<file path="config.mk">
export PLATFORM = sky130hd
export DESIGN_NAME = pipe_hazard_ctrl
export DESIGN_NICKNAME = d
export VERILOG_FILES = /design/src/rtl/pipe_ctrl_pkg.sv /design/src/rtl/sat_counter.sv /design/src/rtl/pipe_hazard_ctrl.sv
export SDC_FILE = /design/constraint.sdc
export NUM_CORES = 1
export LEC_CHECK = 0
export ABC_AREA = 1
export CAP_MARGIN = 20
export CORE_MARGIN = 3
export CORE_UTILIZATION = 30
export CTS_CLUSTER_DIAMETER = 150
export DETAILED_ROUTE_END_ITERATION = 12
export GPL_TIMING_DRIVEN = 0
export SYNTH_ARGS = -nofsm -noshare
export SYNTH_HDL_FRONTEND = slang
export SYNTH_SLANG_ARGS = --single-unit
export TNS_END_PERCENT = 10
</file>
<file path="constraint.sdc">
create_clock -name clk_i -period 1.8 [get_ports clk_i]
set_input_delay 0.18 -clock clk_i [delete_from_list [all_inputs] [get_ports clk_i]]
set_output_delay 0.18 -clock clk_i [all_outputs]
set_load 0.01 [all_outputs]
</file>
<file path="src/rtl/pipe_ctrl_pkg.sv">
// rtl/pipe_ctrl_pkg.sv - shared types and constants for the pipeline hazard controller
// Holds the controller state encoding, the hardwired-zero register number and
// the default event-counter width.
package pipe_ctrl_pkg;

  typedef enum logic {
    RUN     = 1'b0,
    MEMWAIT = 1'b1
  } state_e;

  localparam logic [4:0] REG_ZERO  = 5'd0;
  localparam int         DEF_CNT_W = 16;

endpackage

</file>
<file path="src/rtl/sat_counter.sv">
// rtl/sat_counter.sv - saturating up-counter with synchronous clear
// Ports:
//   clk_i : clock
//   clr   : synchronous clear, dominates inc
//   inc   : add one unless already at all-ones
//   q     : count value
module sat_counter #(
  parameter int W = 16
) (
  input  logic         clk_i,
  input  logic         clr,
  input  logic         inc,
  output logic [W-1:0] q
);

  always_ff @(posedge clk_i) begin
    if (clr) begin
      q <= '0;
    end else if (inc && (q != {W{1'b1}})) begin
      q <= q + W'(1);
    end
  end

endmodule

</file>
<file path="src/rtl/pipe_hazard_ctrl.sv">
// rtl/pipe_hazard_ctrl.sv - PC / IF/ID / ID/EX sequencing for load-use, redirect and memory stalls
// Ports:
//   clk_i, rst_i          : clock, synchronous active-high reset
//   idex_memread_i/rt_i   : load in EX and its destination register
//   ifid_rs_i/rt_i        : source registers of the instruction in ID
//   ifid_uses_rt_i        : ID instruction actually reads rt
//   branch_taken_i,jump_i : control-flow redirect resolved in ID
//   mem_req_i/ready_i     : data-memory access handshake from MEM
//   pc_write_o, ifid_write_o, ifid_flush_o, idex_bubble_o, pipe_freeze_o : pipeline controls
//   stall_cnt_o, flush_cnt_o : saturating event counters
//   mem_err_o             : sticky data-memory timeout
module pipe_hazard_ctrl
  import pipe_ctrl_pkg::*;
#(
  parameter int MEM_TIMEOUT = 64,
  parameter int CNT_W       = DEF_CNT_W
) (
  input  logic             clk_i,
  input  logic             rst_i,
  input  logic             idex_memread_i,
  input  logic [4:0]       idex_rt_i,
  input  logic [4:0]       ifid_rs_i,
  input  logic [4:0]       ifid_rt_i,
  input  logic             ifid_uses_rt_i,
  input  logic             branch_taken_i,
  input  logic             jump_i,
  input  logic             mem_req_i,
  input  logic             mem_ready_i,
  output logic             pc_write_o,
  output logic             ifid_write_o,
  output logic             ifid_flush_o,
  output logic             idex_bubble_o,
  output logic             pipe_freeze_o,
  output logic [CNT_W-1:0] stall_cnt_o,
  output logic [CNT_W-1:0] flush_cnt_o,
  output logic             mem_err_o
);

  localparam int              WAIT_W    = (MEM_TIMEOUT > 2) ? $clog2(MEM_TIMEOUT) : 1;
  localparam logic [WAIT_W-1:0] WAIT_LAST = WAIT_W'(MEM_TIMEOUT - 1);

  state_e            state, state_nxt;
  logic [WAIT_W-1:0] wait_cnt;
  logic              memstall, loaduse, redirect, freeze;
  logic              stall_inc, flush_inc;

  assign memstall = mem_req_i & ~mem_ready_i;
  assign loaduse  = idex_memread_i & (idex_rt_i != REG_ZERO) &
                    ((idex_rt_i == ifid_rs_i) | (ifid_uses_rt_i & (idex_rt_i == ifid_rt_i)));
  assign redirect = branch_taken_i | jump_i;

  // In MEMWAIT the freeze is held by the missing ready alone; the MEM stage
  // is frozen so mem_req_i is not re-qualified here.
  assign freeze = (state == MEMWAIT) ? ~mem_ready_i : memstall;

  always_ff @(posedge clk_i) begin
    if (rst_i) begin
      state     <= RUN;
      wait_cnt  <= '0;
      mem_err_o <= 1'b0;
    end else begin
      state <= state_nxt;
      // Held at zero in RUN so every entry into MEMWAIT starts from zero;
      // parks at the last value so a long wait cannot wrap.
      if (state == RUN) begin
        wait_cnt <= '0;
      end else if (wait_cnt != WAIT_LAST) begin
        wait_cnt <= wait_cnt + WAIT_W'(1);
      end
      if ((state == MEMWAIT) && !mem_ready_i && (wait_cnt == WAIT_LAST)) begin
        mem_err_o <= 1'b1;
      end
    end
  end

  always_comb begin
    state_nxt     = state;
    pc_write_o    = 1'b1;
    ifid_write_o  = 1'b1;
    ifid_flush_o  = 1'b0;
    idex_bubble_o = 1'b0;
    pipe_freeze_o = 1'b0;
    stall_inc     = 1'b0;
    flush_inc     = 1'b0;
    if (rst_i) begin
      pc_write_o    = 1'b0;
      ifid_write_o  = 1'b0;
      idex_bubble_o = 1'b1;
    end else if (freeze) begin
      pipe_freeze_o = 1'b1;
      pc_write_o    = 1'b0;
      ifid_write_o  = 1'b0;
      stall_inc     = 1'b1;
      state_nxt     = MEMWAIT;
    end else begin
      // Not frozen: either RUN, or MEMWAIT on its ready cycle, which is
      // handled exactly like RUN so a waiting hazard is serviced at once.
      state_nxt = RUN;
      if (loaduse) begin
        pc_write_o    = 1'b0;
        ifid_write_o  = 1'b0;
        idex_bubble_o = 1'b1;
        stall_inc     = 1'b1;
      end else if (redirect) begin
        ifid_flush_o = 1'b1;
        flush_inc    = 1'b1;
      end
    end
  end

  sat_counter #(.W(CNT_W)) u_stall_cnt (
    .clk_i (clk_i),
    .clr   (rst_i),
    .inc   (stall_inc),
    .q     (stall_cnt_o)
  );

  sat_counter #(.W(CNT_W)) u_flush_cnt (
    .clk_i (clk_i),
    .clr   (rst_i),
    .inc   (flush_inc),
    .q     (flush_cnt_o)
  );

endmodule

</file>
# ---- Word-level counts from Yosys, hierarchy flattened
# Index checks and enable logic that the tools add are counted.
dict set report word_totals {
  register_bits 40
  inputBits 23
  out_inout_bits 38
  elab_cells 44
}
dict set report classes {
  addsub 3
  n_eq_ne 6
  mux 15
  n_bitwise 8
  reduce_logical 7
}
# cell count
set ops {}
lappend ops {{16-bit by 1-bit adder with 16-bit output, second input constant} 2}
lappend ops {{16-bit != test, second input constant} 2}
lappend ops {{1-bit 2-to-1 mux} 15}
lappend ops {{5-bit equality test} 2}
lappend ops {{6-bit by 1-bit adder with 6-bit output, second input constant} 1}
lappend ops {{6-bit equality test, second input constant} 1}
lappend ops {{6-bit != test, second input constant} 1}
lappend ops {{5-bit nonzero test} 1}
lappend ops {{1-bit bitwise AND} 4}
lappend ops {{1-bit logical AND} 4}
lappend ops {{1-bit NOT} 2}
lappend ops {{1-bit OR} 2}
lappend ops {{2-bit OR reduction} 1}
lappend ops {{1-bit logical NOT} 1}

# ---- Longest topological paths before layout
# Gate-level depths: netlist (run 1).
dict set report logic_depth {
  depth_word 8
  mapped_depth 13
  ltp_nobuf 13
}

# ---- By module
# Synthesis (run 1) repeated with hierarchy kept, for this count alone.
dict set report unflattened {
  cells_unflattened 401
  hier_area_um2 2453.6
}
# mod n_inst cells_per_inst area_per_inst_um2 seq_area_each_um2
set modules_own_cells {}
lappend modules_own_cells {sat_counter 2 149 929.6 320.3}
lappend modules_own_cells {pipe_hazard_ctrl 1 103 594.3 160.2}

# ---- Worst setup path after synthesis (run 1)
# No wires, ideal clock.
dict set report synth_timing {
  path_type {reg-to-reg}
  from {reg u_stall_cnt.q[0]}
  to {reg u_stall_cnt.q[7]}
  setup_ns 0.118
  arrival_time_ns 1.459
  required_time_ns 1.682
  slack_ns 0.223
  stages_incl_launch_ff 14
  n_path_buf 1
  synth_period_minus_slack_ns 1.577
  cell_sequence {dfxtp_1 -> ha_1 -> nand2_1 -> inv_1 -> nand2_2 -> nor2_4 -> nand2_2 -> o21ai_2 -> inv_2 -> nand2_4 -> buf_6 -> o21ai_1 -> nand2_1 -> nor2_1}
}
dict set report synth_via {
  elab_chain_len 2
  elab_cells_between_ends 3
  classes_between {1 x add/sub; 1 x eq/ne; 1 x reduce/logical}
}
# element line_no
set synth_rtl {}
lappend synth_rtl {{start: declaration} sat_counter.sv:13} ;# output logic [W-1:0] q
lappend synth_rtl {{start signal: assignment} sat_counter.sv:20} ;# q <= q + W'(1);
lappend synth_rtl {{parallel branches: the longest is 2 deep, another holds 16-bit by 1-bit adder with 16-bit output} --}
# Parallel ways; which one is timed is not known.
# A chain may end at the register's enable or synchronous reset.

# ---- Worst setup path after layout (run 1)
dict set report layout_timing {
  from {in rst_i}
  to {out pipe_freeze_o}
}
dict set report layout_via {
  elab_chain_len 1
}
# element line_no
set layout_rtl {}
lappend layout_rtl {{start: declaration} pipe_hazard_ctrl.sv:19} ;# input logic rst_i,
lappend layout_rtl {{1-bit 2-to-1 mux} pipe_hazard_ctrl.sv:85} ;# if (rst_i) begin
lappend layout_rtl {{end: declaration} pipe_hazard_ctrl.sv:33} ;# output logic pipe_freeze_o,
# No other way between the ends.

==> flow_summary.ini, run 1 <==
[setup_path]
critPathMaxFanout = 10
crit_chain = clkdlybuf4s50_1 -> buf_2 -> nor2_2 -> clkdlybuf4s50_1
cp.depth = 4
critPathMostFrequentCell = clkdlybuf4s50_1
reg2reg_depth = 11
slowest_delay_ns = 0.56
crit_buf_inv = 3
r2r_slack_ns = 0.13
cp-end-kind = primary output
crit_path_start_kind = input pin
arrival_ns = 1.56
path_class = input pin to primary output
critPathTopFamily = buffers and inverters
r2r_start = u_flush_cnt.q[0]
cp.required_ns = 1.62
timing.rr.end = u_flush_cnt.q[14]
worst_path_max_delay_cell = clkdlybuf4s50_1

[drt]
drt-vias-per-instance = 4.54
detail_route.wl_per_cell_um = 10.7
dr_total_vias = 2502
first_pass_iters = 4
drc = 0
drt_wl_total_mm = 5.92
dr.first_iter.drc_count = 97
ant_nets = 0

[sta]
post-route-min-period_ns = 1.74
tightestPinTransition_ns = 0.464
fmax_mhz = 574
rsz0062_at_grt = yes
final-setup-viol-count = 0
finalHoldViolations = 0
maxSlewHeadroom = 0.691
period_share = 0.968
report.final.slew_viol_count = 0
fin_worst_skew_ns = 0.00722

[job]
drv_cap = 0

[floorplan]
dieArea_um2 = 9100
start_util = 0.320
die_w_um = 95.4
rows = 31
ios = 61
fp.dieH_um = 95.4
core_area_um2 = 7490

[pwr]
powerDensity_nw_per_um2 = 538
power_mw = 1.78
p_sw_frac = 0.249
peakVddDrop_mv = 0.248
internal_power_mw = 1.33
power_frac_clock = 0.343
leakage_nw = 1.42
p_comb_frac = 0.147
switching_power_mw = 0.444
pwr-share-seq = 0.511

[clock_tree]
cts.sinks = 40
insertion_delay_ns = 0.29
cts_tree = yes
hold_buffers = 0
path_clk_slew_ns = 0.07
htree_levels = 2
cts_buffer_depth = 2
cts_made_buffers = 5
root_buffer = clkbuf_8

[logic_synthesis]
yosys_warnings = 0
syn_nets = 404
yosysSeqAreaShare = 0.334
netlist_instances = 378
synth_seq_cells = 40
synth_area_um2 = 2400
ys_types = 35
synth.avg_cell_area_um2 = 6.34

[place]
portBuffers = 60
dp_hpwl_mm = 4.57
dp_cells = 537
gp_congestion = 0.838

[global_routing]
grt_usage = 0.137
gr-total-overflow = 0
grt_max_degree = 12
grt_pass1_wl_mm = 9.99
grt_pass1_vias = 2274
antenna_found_initial = 0

[worst_hold_path]
hold_end = wait_cnt[4]
min_delay_path_depth = 2
hp-class = register to register
hp-start = wait_cnt[4]

[cells_and_area]
final_cell_mix = nand2_1, nor2_1, clkdlybuf4s50_1, inv_1, dfxtp_1
area_delta_synth_final_pct = 38.0
nets = 477
layout_commonest_cell = nand2_1
layoutNonFillerInstCount = 551
fin_util = 0.442
final_layout_size_suffix_gt1_frac = 0.153
diodes = 0

[run_status]
status = complete, no violations
==> worst max path at each step <==
stage | start | endpoint | slack (ns)
after CTS | rst_i | idex_bubble_o | -0.002
after global placement | idex_rt_i[2] | ifid_flush_o | -0.63
after detailed placement | idex_rt_i[0] | ifid_flush_o | -0.62
after global routing | ifid_rt_i[0] | ifid_flush_o | -0.04
after floorplan | u_stall_cnt.q[0] | u_stall_cnt.q[7] | 0.22
final | rst_i | pipe_freeze_o | 0.06
==> state kept, by name (all words and copies together), names as in the netlist <==
name,cells
u_stall_cnt.q,16
wait_cnt,6
state,1
u_flush_cnt.q,16
mem_err_o,1
==> through the flow <==
stage	hold WS (ns)	setup slack, ns	cell area [µm²]	setup TNS, ns
6_report	0.469	0.0574	3310	0
5_1_grt	0.503	-0.0395	3310	-0.253
3_3_place_gp	0.457	-0.626	3120	-5.05
2_1_floorplan	0.409	0.223	2400	0
4_1_cts	0.476	-0.00222	3230	-0.00222
3_5_place_dp	0.456	-0.616	3120	-5.61
==> logic make-up (layout without fill, tap and decap cells) <==
| family | after synthesis | after routing | share of synthesized area |
|---|---|---|---|
| AOI/OAI and AO/OA | 41 | 41 | 0.0977 |
| xor gates and xnor gates | 8 | 8 | 0.0292 |
| buffers and inverters | 67 | 141 | 0.120 |
| and+or+nand+nor | 219 | 219 | 0.404 |
| DFF | 40 | 40 | 0.334 |
| adders and majority gates | 3 | 3 | 0.0157 |
==> Yosys cell counts <==
cell,number,share of area
buf_2,1,0.0021
o211a_1,1,0.0042
nand3_1,31,0.065
nor2_2,2,0.0052
nor2_4,2,0.0094
dfxtp_1,40,0.33
or2_2,1,0.0026
o21bai_1,1,0.0031
ha_1,3,0.016
xnor2_1,5,0.018
nand2_4,1,0.0047
o21ai_1,8,0.017
o21ai_0,3,0.0063
nand4_1,7,0.018
o21ai_2,1,0.0037
nand2_2,5,0.013
a21oi_2,3,0.011
buf_6,4,0.019
nand3_4,1,0.0073
a21oi_1,21,0.044
a31oi_1,1,0.0026
a211oi_1,1,0.0031
inv_2,10,0.016
nor3_1,8,0.017
clkbuf_1,4,0.0063
o21a_1,1,0.0031
inv_1,47,0.074
nor3b_2,1,0.0052
nor4_1,2,0.0052
nand2_1,98,0.15
nor2_1,58,0.091
xor2_1,3,0.011
nand3_2,1,0.0042
or2_1,1,0.0026
buf_4,1,0.0031
==> worst min-delay path: cells and delay by family, from the launching register on <==
kind,cells,cell delay (ns)
compound gates,1,0.06
buf+inv,1,0.05
flops,1,0.31
==> per-layer routing <==
layer	up-vias	part of all wire	track usage
met4	0	0.011	0.0498
li1	1339	-	-
met3	7	0.045	0.0213
met2	54	0.47	0.231
met5	-	0	0
met1	1102	0.48	0.176
==> final cells by class <==
type / instances / area [µm²]
clock buffers: 8 / 90.1
plain buffers: 9 / 77.6
repair buffers: 67 / 641
inverters: 57 / 214
fillers: 784 / 4180
well taps: 99 / 124
flip-flops and latches: 40 / 812
multi-input cells: 271 / 1350
==> power by group through the flow <==
stage | clock network [mW] | logic (mW) | registers (mW)
after global placement | 0 | 0.251 | 0.927
after CTS | 0.642 | 0.255 | 0.907
after floorplan | 0 | 0.132 | 0.929
final | 0.609 | 0.261 | 0.908
after global routing | 0.677 | 0.292 | 0.910
after detailed placement | 0 | 0.254 | 0.928
==> what timing repair did <==
item / in CTS / in global routing
buffers inserted: 2 / 5
gates resized for setup: 25 / 25
setup endpoints to repair: 5 / 30
gates cloned: 0 / 0
pin swaps: 8 / 8
Power figures use the tool's default switching activity.
==> inputs of run 2 (changes only) <==
Clock period 1.8 ns to 1.7 ns, I/O delays scaled along.
==> flow_summary.ini, run 2 (synthesis gave the netlist of run 1 again) <==
[job]
drv_cap = 0

[drt]
first_pass_iters = 4
drc = 0
detail_route.wl_per_cell_um = 11.0
ant_nets = 0
drt_wl_total_mm = 6.13
drt-vias-per-instance = 4.58
dr_total_vias = 2541
dr.first_iter.drc_count = 129

[cells_and_area]
area_delta_synth_final_pct = 44.9
diodes = 0
top_regs = u_flush_cnt.q (16), u_stall_cnt.q (16), wait_cnt (6)
nets = 481
final_cell_mix = nand2_1, nor2_1, inv_1, clkdlybuf4s50_1, dfxtp_1
final_layout_size_suffix_gt1_frac = 0.189
layout_commonest_cell = nand2_1

[setup_path]
cp-end-kind = register
crit_path_start_kind = register
slowest_delay_ns = 0.40
path_class = register to register
cp.required_ns = 1.89
arrival_ns = 1.84
r2r_start = u_stall_cnt.q[0]
critPathMaxFanout = 7
startpoint = u_stall_cnt.q[0]
crit_chain = ha_4 -> nand2_1 -> inv_2 -> nand2_2 -> nor2_4 -> nand2_2 -> o21ai_2 -> inv_2 -> nand2_8 -> clkbuf_16 -> o21ai_1 -> nand2_1 -> nor2_1
worst_path_max_delay_cell = dfxtp_4

[clock_tree]
cts_made_buffers = 5
cts.sinks = 40
cts_tree = yes
path_clk_slew_ns = 0.08
root_buffer = clkbuf_8
cts_buffer_depth = 2
insertion_delay_ns = 0.29
htree_levels = 2

[sta]
report.final.slew_viol_count = 0
fmax_mhz = 605
setup_tns_ns = 0
rsz0062_at_grt = yes
period_share = 0.972
fin_worst_skew_ns = 0.00689
maxSlewHeadroom = 0.685
finalHoldViolations = 0
tightestPinTransition_ns = 0.472
whs_ns = 0.468
final-setup-viol-count = 0
post-route-min-period_ns = 1.65

[floorplan]
die_w_um = 95.4
core_area_um2 = 7490
ios = 61
dieArea_um2 = 9100
start_util = 0.320
fp.dieH_um = 95.4
rows = 31

[global_routing]
met3_usage = 0.0213
grt_pass1_wl_mm = 10.1
grt.busiest_layer = met2
use_met1 = 0.176
grt_pass1_vias = 2293
gr-usage-met2 = 0.234
grt_max_degree = 12
grt_usage = 0.138
antenna_found_initial = 0
gr-total-overflow = 0

[place]
gp_congestion = 0.838
portBuffers = 60
dp_hpwl_mm = 4.57

[worst_hold_path]
hp-start = wait_cnt[4]
hp-class = register to register

[pwr]
peakVddDrop_mv = 0.261
powerDensity_nw_per_um2 = 553
leakage_nw = 1.52

[run_status]
status = complete, no violations
==> run 2: cell count changes in the layout (fill, tap and decap cells not counted), moves of 3 or more <==
cell	before	now
a21oi_1	19	14
a21oi_2	5	10
clkdlybuf4s50_1	49	41
dfxtp_1	35	31
dlygate4sd2_1	5	8
dlymetal6s2s_1	2	7
==> run 2: power by group <==
group / leakage [nW] / internal (mW) / switching [mW] / total (mW)
Sequential: 0.328 / 0.945 / 0.0161 / 0.962
Combinational: 1.14 / 0.152 / 0.155 / 0.307
Clock: 0.0455 / 0.331 / 0.319 / 0.650
==> run 2: per-stage QoR <==
| stage | total power [mW] | setup slack [ns] | util | area [µm²] | instances |
|---|---|---|---|---|---|
| after detailed placement | 1.25 | -0.696 | 0.417 | 3120 | 537 |
| after CTS | 1.91 | -0.0229 | 0.433 | 3240 | 546 |
| after floorplan | 1.12 | 0.123 | - | 2400 | 378 |
| after global placement | 1.25 | -0.706 | 0.417 | 3120 | 537 |
| after global routing | 2.02 | -0.0587 | 0.464 | 3470 | 555 |
| final | 1.92 | 0.0480 | 0.464 | 3470 | 555 |
==> run 2: path summary, 6_finish.rpt <==
| kind | to | slack [ns] | depth (start not counted) |
|---|---|---|---|
| setup reg to reg | u_stall_cnt.q[8] | 0.05 | 13 |
| hold / removal | wait_cnt[4] | 0.47 | 2 |
| setup / recovery | u_stall_cnt.q[8] | 0.05 | 13 |
| hold reg to reg | wait_cnt[4] | 0.47 | 2 |
==> run 2: metal layers <==
metal,vias to the layer above,wire (µm)
met5,-,0
met3,8,407
met4,0,72
met2,67,2870
li1,1346,-
met1,1120,2780
==> run 2: repair_timing <==
action                     4_1_cts  5_1_grt
setup endpoints to repair       22       34
resized for setup               39       41
pin swaps                        8       22
hold endpoints to repair         0        0
hold buffers                     0        0
buffers inserted                 2        7
cloned                           0        2
==> run 2: cell type report <==
| cell class | instances | area [µm²] |
|---|---|---|
| Fill cell | 766 | 4010 |
| Multi-Input combinational cell | 271 | 1420 |
| Sequential cell | 40 | 822 |
| Timing Repair Buffer | 71 | 717 |
| Inverter | 57 | 214 |
| Tap cell | 99 | 124 |
| Clock buffer | 8 | 90.1 |
| Buffer | 9 | 86.3 |
==> run 2: critical path: cells and delay by family, from the launching register on <==
family	cells	cell delay, ns
AND/OR/NAND/NOR	7	0.54
buffers and inverters	3	0.30
flip-flops	1	0.40
AO/OA/AOI/OAI	2	0.17
adder cells (fa/ha/maj)	1	0.14
